<file path="src/rtl/mem_access_unit.sv">
`default_nettype none
// ============================================================================
// mem_access_unit : MEM-stage load/store unit (aligned word bus, load format, stall)
// Revision 1.0
// ============================================================================
module mem_access_unit #(
  parameter int TIMEOUT_CYCLES = 64
) (
  input  logic        CLK,
  input  logic        RESET,
  input  logic [2:0]  READ,
  input  logic [1:0]  WRITE,
  input  logic [31:0] ADDR,
  input  logic [31:0] STORE_DATA,
  input  logic        HOLD,
  output logic        MEM_READ,
  output logic        MEM_WRITE,
  output logic [31:0] MEM_ADDR,
  output logic [31:0] MEM_WRITEDATA,
  output logic [3:0]  MEM_BYTEEN,
  input  logic [31:0] MEM_READDATA,
  input  logic        MEM_BUSYWAIT,
  output logic [31:0] LOAD_DATA,
  output logic        BUSYWAIT,
  output logic        MISALIGNED,
  output logic        ACCESS_FAULT
);

  localparam int            c_cnt_w    = (TIMEOUT_CYCLES > 1) ? $clog2(TIMEOUT_CYCLES) : 1;
  localparam logic [c_cnt_w-1:0] c_tmo_last =
    c_cnt_w'((TIMEOUT_CYCLES > 0) ? TIMEOUT_CYCLES - 1 : 0);

  localparam logic [2:0] c_none = 3'b000;
  localparam logic [2:0] c_lb   = 3'b001;
  localparam logic [2:0] c_lh   = 3'b010;
  localparam logic [2:0] c_lw   = 3'b011;
  localparam logic [2:0] c_lbu  = 3'b100;
  localparam logic [2:0] c_lhu  = 3'b101;

  typedef enum logic [1:0] {
    S_IDLE = 2'd0,
    S_REQ  = 2'd1,
    S_DONE = 2'd2
  } state_t;

  state_t               r_state;
  state_t               w_next;
  logic                 r_mem_read;
  logic                 r_mem_write;
  logic [31:0]          r_mem_addr;
  logic [31:0]          r_mem_wdata;
  logic [3:0]           r_mem_byteen;
  logic [31:0]          r_load_data;
  logic                 r_misaligned;
  logic                 r_fault;
  logic [2:0]           r_rd_op;
  logic [1:0]           r_lane;
  logic [c_cnt_w-1:0]   r_cnt;

  logic                 w_is_wr;
  logic                 w_is_rd;
  logic                 w_mis;
  logic                 w_valid;
  logic [2:0]           w_rd_op;
  logic [3:0]           w_be;
  logic [31:0]          w_wdata;
  logic                 w_done_ok;
  logic                 w_timeout;
  logic [7:0]           w_byte;
  logic [15:0]          w_half;
  logic [31:0]          w_fmt;

  // Request decode; a simultaneous write suppresses the read.
  always_comb begin
    w_is_wr = (WRITE != 2'b00);
    w_is_rd = (READ >= c_lb) && (READ <= c_lhu);
    w_rd_op = (!w_is_wr && w_is_rd) ? READ : c_none;
    w_mis   = 1'b0;
    w_be    = 4'b1111;
    w_wdata = 32'd0;
    if (w_is_wr) begin
      case (WRITE)
        2'b01: begin
          w_be    = 4'b0001 << ADDR[1:0];
          w_wdata = {4{STORE_DATA[7:0]}};
        end
        2'b10: begin
          w_mis   = ADDR[0];
          w_be    = ADDR[1] ? 4'b1100 : 4'b0011;
          w_wdata = {2{STORE_DATA[15:0]}};
        end
        default: begin
          w_mis   = (ADDR[1:0] != 2'b00);
          w_wdata = STORE_DATA;
        end
      endcase
    end else if (w_is_rd) begin
      case (READ)
        c_lh, c_lhu: w_mis = ADDR[0];
        c_lw:        w_mis = (ADDR[1:0] != 2'b00);
        default:     w_mis = 1'b0;
      endcase
    end
    w_valid = (w_is_wr || w_is_rd) && !w_mis;
  end

  always_comb begin
    w_byte = MEM_READDATA[{r_lane, 3'b000} +: 8];
    w_half = r_lane[1] ? MEM_READDATA[31:16] : MEM_READDATA[15:0];
    case (r_rd_op)
      c_lb:    w_fmt = {{24{w_byte[7]}}, w_byte};
      c_lh:    w_fmt = {{16{w_half[15]}}, w_half};
      c_lbu:   w_fmt = {24'd0, w_byte};
      c_lhu:   w_fmt = {16'd0, w_half};
      default: w_fmt = MEM_READDATA;
    endcase
  end

  always_comb begin
    w_next    = r_state;
    w_done_ok = 1'b0;
    w_timeout = 1'b0;
    case (r_state)
      S_IDLE: if (w_valid) w_next = S_REQ;
      S_REQ: begin
        if (!MEM_BUSYWAIT) begin
          w_done_ok = 1'b1;
          w_next    = S_DONE;
        end else if ((TIMEOUT_CYCLES != 0) && (r_cnt == c_tmo_last)) begin
          w_timeout = 1'b1;
          w_next    = S_DONE;
        end
      end
      // Holding here keeps a frozen instruction from being issued twice.
      S_DONE: if (!HOLD) w_next = S_IDLE;
      default: w_next = S_IDLE;
    endcase
  end

  always_ff @(posedge CLK) begin
    if (RESET) begin
      r_state      <= S_IDLE;
      r_mem_read   <= 1'b0;
      r_mem_write  <= 1'b0;
      r_mem_addr   <= 32'd0;
      r_mem_wdata  <= 32'd0;
      r_mem_byteen <= 4'd0;
      r_load_data  <= 32'd0;
      r_misaligned <= 1'b0;
      r_fault      <= 1'b0;
      r_rd_op      <= c_none;
      r_lane       <= 2'd0;
      r_cnt        <= '0;
    end else begin
      r_state      <= w_next;
      r_misaligned <= (r_state == S_IDLE) && w_mis;
      r_fault      <= w_timeout;
      case (r_state)
        S_IDLE: begin
          if (w_valid) begin
            r_mem_read   <= (w_rd_op != c_none);
            r_mem_write  <= w_is_wr;
            r_mem_addr   <= {ADDR[31:2], 2'b00};
            r_mem_wdata  <= w_wdata;
            r_mem_byteen <= w_be;
            r_rd_op      <= w_rd_op;
            r_lane       <= ADDR[1:0];
            r_cnt        <= '0;
          end
        end
        S_REQ: begin
          if (w_done_ok || w_timeout) begin
            r_mem_read   <= 1'b0;
            r_mem_write  <= 1'b0;
            r_mem_byteen <= 4'd0;
            r_cnt        <= '0;
            if (w_done_ok && r_mem_read) r_load_data <= w_fmt;
          end else begin
            r_cnt <= r_cnt + 1'b1;
          end
        end
        default: ;
      endcase
    end
  end

  assign BUSYWAIT      = !RESET && (((r_state == S_IDLE) && w_valid) || (r_state == S_REQ));
  assign MEM_READ      = r_mem_read;
  assign MEM_WRITE     = r_mem_write;
  assign MEM_ADDR      = r_mem_addr;
  assign MEM_WRITEDATA = r_mem_wdata;
  assign MEM_BYTEEN    = r_mem_byteen;
  assign LOAD_DATA     = r_load_data;
  assign MISALIGNED    = r_misaligned;
  assign ACCESS_FAULT  = r_fault;

endmodule
`default_nettype wire

</file>
<file path="config.mk">
export PLATFORM = sky130hd
export DESIGN_NAME = mem_access_unit
export DESIGN_NICKNAME = d
export VERILOG_FILES = /design/src/rtl/mem_access_unit.sv
export SDC_FILE = /design/constraint.sdc
export NUM_CORES = 1
export LEC_CHECK = 0
export ABC_AREA = 1
export CORE_MARGIN = 8
export CORE_UTILIZATION = 49
export DETAILED_ROUTE_END_ITERATION = 8
export PLACE_DENSITY = 0.86
export SLEW_MARGIN = 40
export SYNTH_ARGS = -nofsm -noshare
export SYNTH_HDL_FRONTEND = slang
export SYNTH_SLANG_ARGS = --single-unit
</file>
<file path="constraint.sdc">
create_clock -name CLK -period 4.3 [get_ports CLK]
set_input_delay 0.86 -clock CLK [delete_from_list [all_inputs] [get_ports CLK]]
set_output_delay 0.86 -clock CLK [all_outputs]
set_load 0.01 [all_outputs]
</file>
==> qor.csv, run 1 <==
metric,value,unit
outcome,completed,
cts_root_buf,clkbuf_16,
grtUsageTotal,0.228,
fp.dieH,125,um
drv_cap,0,
powerDensity,411,mW/mm^2
drive_gt1_frac,0.103,
num_rows,40,
firstDrtPassIters,7,
ctsLongestPathBuffers,2,
synth-seq-area-share,0.393,
synth_edf_count,0,
dpl.cell_count,1162,
die_w,125,um
min_period_over_period,0.888,
synth_top_area_frac,0.393,
cts_resized,0,
fmax,262,MHz
period_minus_slack,3.82,ns
final_cell_mix,"275 x nand2_1, 206 x clkdlybuf4s50_1, 115 x dfxtp_1",
first_global_vias,5915,
synth_area_per_cell,6.83,sq um
ys_dominant_reg_cell,dfxtp_1,
vias_per_cell,5.23,
final_cells,1190,
drc,0,
antennaDiodeCount,0,
via_count,6225,
clock-sinks,115,
ios,210,
postRouteAntennaNets,0,
first_iter_violations,467,
synthTopCellsByArea,"dfxtp_1 39%, nand2_1 18%, a21oi_1 6.1%",
cp-end-kind,primary output,
place_hpwl,12.9,mm
avgRoutedWirePerCell,15.4,um
ys_ff_latch,115,
grt_max_degree,84,
crit_fanout,12,
grt_pass1_wl,29.4,mm
skew,0.00753,ns
die_area,0.0157,sq mm
clk_latency,0.41,ns
yosysUniqueCellTypes,37,
gp_congestion,0.881,
worstPathRequired,3.44,ns
hold_class,flop to flop,
setup_viol,0,
leakagePower,3.51,nW
slew_violations,0,
arrival,2.96,ns
drt_wl_total,18.3,mm
htreeDepth,4,
peakVddDrop,259,uV
timing.setup.tns,0,ns
numCtsBuffers,17,
cts_tree,built,
mostFrequentLayoutCell,nand2_1,
syn_inst,858,
fillers,971,
relSlewSlack,0.535,
tightestPinTransition,0.696,ns
layout.nets,1143,
startpoint_type,input port,
areaGrowthSynthToFinish,43.6,%
cts.clk_slew.worst_paths,0.05,ns
grt.overflow.total,0,
criticalPathCategory,input port to primary output,
hold_viol,0,
synthArstFlopShare,0,
netlist_area,0.00586,sq mm
core-area,0.0119,sq mm
cts_hold_buffers,0,
ys_warn_count,0,
synth_area_leader_cell,dfxtp_1,
start_util,0.494,
finalCoreUtilization,0.710,
rsz0062_at_grt,no,
post_cts_buffers,0,
antenna_found_initial,1,
port_buffers,207,
synth_stat cells (2+ instances only):
cell type  instances
nand4_1            6
o211ai_1          21
a21oi_1           71
o21ai_0           29
inv_2             25
o31ai_1            4
ha_1               4
nor2_1            75
nand2_2           10
buf_2             11
a21oi_2           20
a31oi_1            8
dfxtp_1          115
buf_6              6
nand3_1           63
o21ai_1            7
buf_4              8
inv_1             41
nand3b_1           2
clkbuf_1          25
nand2_1          275
buf_8              3
buf_1              4
nand3_2           12
stage by stage:
step / hold WS, ns / instance area (sq um) / setup slack (ns) / power, mW
finish: 0.461 / 8420 / 0.481 / 3.46
global placement: 0.451 / 7830 / 0.472 / 2.06
detailed placement: 0.455 / 7840 / 0.485 / 2.07
floorplan: 0.464 / 5870 / 1.39 / 1.76
CTS: 0.463 / 8420 / 0.474 / 3.48
global route: 0.475 / 8420 / 0.361 / 3.63
report_power, final:
group          switching (mW)  internal, mW  total, mW
clock                   0.460         0.942       1.40
sequential             0.0510          1.15       1.20
combinational           0.497         0.366      0.863
worst max-delay path, stage by stage:
cell and delay (ns):
clkdlybuf4s50_1 0.48, inv_1 0.07, ha_1 0.34, inv_1 0.12, o21ai_2 0.07, nand3b_4 0.13
nand3_4 0.08, a21oi_1 0.22, clkdlybuf4s50_1 0.58
area by class of cell:
class / instances / area (sq um) / share of cell area
clock inverters: 5 / 103 / 0.0122
multi-input cells: 620 / 2980 / 0.354
inverters: 67 / 251 / 0.0299
repair buffers: 213 / 2120 / 0.252
flip-flops and latches: 115 / 2300 / 0.273
well taps: 147 / 184 / 0.0218
clock buffers: 23 / 478 / 0.0568
worst paths after layout:
check             cells after the start  slack (ns)         start                 to
hold / removal                        2        0.46  MEM_ADDR[26]       MEM_ADDR[26]
hold reg to reg                       2        0.46  MEM_ADDR[26]       MEM_ADDR[26]
setup reg to reg                      9        2.02    r_state[1]  MEM_WRITEDATA[19]
setup / recovery                      9        0.48      WRITE[0]           BUSYWAIT
sequential cells by signal (all words and copies together) (netlist names):
register	cells
LOAD_DATA	32
MEM_WRITEDATA	32
MEM_ADDR	30
r_cnt	6
MEM_BYTEEN	4
r_rd_op	3
r_lane	2
r_state	2
ACCESS_FAULT	1
MEM_READ	1
MEM_WRITE	1
MISALIGNED	1
cells by family (layout without fill, tap and decap cells):
kind of cell             after synthesis  after routing  share of synthesized area
other                                  1              2                   0.000640
XOR/XNOR                               2              2                    0.00299
flip-flops                           115            115                      0.393
AO/OA/AOI/OAI                        161            161                      0.163
adder cells (fa/ha/maj)                4              4                    0.00854
AND/OR/NAND/NOR                      451            451                      0.331
buffers and inverters                124            308                      0.100
routing by layer:
metal  vias up  part of all wire  global-route usage
met5         -           0.00055                   0
met4         2             0.026               0.100
met3        37             0.095              0.0952
li1       3126                 -                   -
met2       252              0.47               0.371
met1      2808              0.41               0.256
(Power assumes the default switching activity.)
==> run 2: changes to the inputs <==
--- a/config.mk
+++ b/config.mk
@@ -6,6 +6,7 @@
 export NUM_CORES = 1
 export LEC_CHECK = 0
 export ABC_AREA = 1
+export CORE_ASPECT_RATIO = 0.9
 export CORE_MARGIN = 8
 export CORE_UTILIZATION = 49
 export DETAILED_ROUTE_END_ITERATION = 8
==> run 2 against run 1 <==
Against the previous run: clock skew is essentially flat; via count up 0.50%; register-to-register slack got worse by 0.07 ns; non-clock buffer count rose by 3; count of clock-buffer cells in the layout down 2; maximum frequency is 4.4% higher; flip-flop and latch count did not move; hold slack better by 0.0026 ns; critical endpoint unchanged; largest cell class unchanged; highest routed layer is now met4.
==> qor.csv, run 2 (synthesis results as in run 1) <==
metric,value,unit,change
hold_class,flop to flop,,
grt_pass1_wl,31.1,mm,+5.9%
start_util,0.493,,-0.00104
numCtsBuffers,17,,unchanged
setup_viol,0,,unchanged
timing.rr.start,r_lane[0],,
antennaDiodeCount,0,,unchanged
cts.clk_slew.worst_paths,0.05,ns,about the same
die_area,0.0157,sq mm,about the same
avgRoutedWirePerCell,15.7,um,+2.5%
skew,0.00730,ns,-0.000231 ns
grt.overflow.total,0,,unchanged
finalPower,3.55,mW,+2.5%
grt_max_degree,84,,unchanged
dpl_cell_area,0.00787,sq mm,+0.43%
cts_root_buf,clkbuf_16,,
core-area,0.0119,sq mm,+0.21%
finalInstanceArea,0.00850,sq mm,+1.0%
min_period_over_period,0.850,,-0.0378
timing.setup.tns,0,ns,unchanged
reg2reg_to,LOAD_DATA[11],,
port_buffers,207,,unchanged
crit_start,WRITE[0],,
crit_fanout,7,,-5
clk_latency,0.41,ns,about the same
powerDensity,417,mW/mm^2,+1.4%
cts_resized,0,,unchanged
cts_tree,built,,
worstPathRequired,3.44,ns,about the same
criticalPathCategory,input port to primary output,,
r2r_setup_slack,1.95,ns,-0.07 ns
fmax,274,MHz,+4.4%
startpoint_type,input port,,
setup_ws,0.644,ns,+0.163 ns
outcome,completed,,
arrival,2.80,ns,-0.16 ns
dpl.cell_count,1178,,+1.4%
fp.dieH,120,um,-4.5%
holdWs,0.463,ns,+0.00263 ns
first_global_vias,6022,,+1.8%
drv_cap,0,,unchanged
crit_path_frequent_cell,clkdlybuf4s50_1,,
ios,210,,unchanged
drc,0,,unchanged
place_ws,0.669,ns,+0.184 ns
post_cts_buffers,0,,unchanged
areaGrowthSynthToFinish,45.0,%,
drt_wl_total,19.0,mm,+4.3%
grtUsageTotal,0.238,,+0.0107
antenna_found_initial,0,,-1
hold_viol,0,,unchanged
first_iter_violations,602,,+29%
hp-start,MEM_ADDR[26],,
cp_cell_sequence,clkdlybuf4s50_1 > inv_1 > ha_1 > nand3_1 > nand2_1 > inv_2 > nand3_4 > a21oi_1 > clkdlybuf4s50_1,,
place_hpwl,12.9,mm,about the same
htreeDepth,4,,unchanged
layout.nets,1146,,+0.26%
clock-sinks,115,,unchanged
final_cells,1210,,+1.7%
cp_slowest_cell,clkdlybuf4s50_1,,
vias_per_cell,5.17,,-1.2%
min_path_cells,2,,unchanged
peakVddDrop,309,uV,+19%
crit_buf_inv,4,,unchanged
gp_congestion,0.899,,+2.0%
reg2regPathDepth,6,,-3
firstDrtPassIters,7,,unchanged
finalCoreUtilization,0.715,,+0.00556
slew_violations,0,,unchanged
critPathMaxStageDelay,0.57,ns,about the same
hold_end,MEM_ADDR[26],,
tightestPinTransition,0.708,ns,+0.0128 ns
period_minus_slack,3.66,ns,-0.163 ns
cts_hold_buffers,0,,unchanged
via_count,6256,,+0.50%
drive_gt1_frac,0.110,,+0.00694
ctsLongestPathBuffers,2,,unchanged
rsz0062_at_grt,no,,
cp-end-kind,primary output,,
final_cell_mix,"275 x nand2_1, 206 x clkdlybuf4s50_1, 115 x dfxtp_1",,
cp_top_family,buffers and inverters,,
die_w,131,um,+4.7%
mostFrequentLayoutCell,nand2_1,,
num_rows,38,,-5.0%
relSlewSlack,0.528,,-0.00739
leakagePower,3.55,nW,+1.0%
postRouteAntennaNets,0,,unchanged
[run 2: final cells by class]
class | count | area [sq um]
Clock buffer | 21 | 480
Clock inverter | 11 | 150
Sequential cell | 115 | 2300
Tap cell | 160 | 200
Timing Repair Buffer | 216 | 2140
Multi-Input combinational cell | 620 | 2980
Fill cell | 982 | 3380
Inverter | 67 | 251
[run 2: worst max path at each step]
stage / to / cells after the start
3_3_place_gp: BUSYWAIT / 9
3_5_place_dp: BUSYWAIT / 9
5_1_grt: BUSYWAIT / 9
6_report: BUSYWAIT / 9
4_1_cts: BUSYWAIT / 9
2_1_floorplan: BUSYWAIT / 8
[run 2: metal layers]
metal | GRT usage | part of all wire | up-vias
li1 | - | - | 3142
met4 | 0.107 | 0.025 | 0
met1 | 0.295 | 0.43 | 2839
met2 | 0.378 | 0.46 | 239
met5 | 0 | 0 | -
met3 | 0.0723 | 0.078 | 36
[run 2: worst register-to-register path, cell delays in order (launching register included)]
cell      delay (ns)
dfxtp_1         0.74
clkinv_1        0.42
nand2_1         0.20
nand3_2         0.41
a31oi_1         0.37
nor2_1          0.06
nor2_1          0.10
[run 2: report_power, final]
part | internal [mW] | leakage, nW | switching, mW
sequential | 1.15 | 0.939 | 0.0522
clock | 0.974 | 0.306 | 0.500
combinational | 0.370 | 2.31 | 0.505
total | 2.49 | 3.55 | 1.06
==> run 3: changes to the inputs <==
--- a/config.mk
+++ b/config.mk
@@ -15,3 +15,4 @@
 export SYNTH_ARGS = -nofsm -noshare
 export SYNTH_HDL_FRONTEND = slang
 export SYNTH_SLANG_ARGS = --single-unit
+export TNS_END_PERCENT = 100
==> results of run 3 <==
The final DEF is identical to that of run 2; final timing and power are the same.
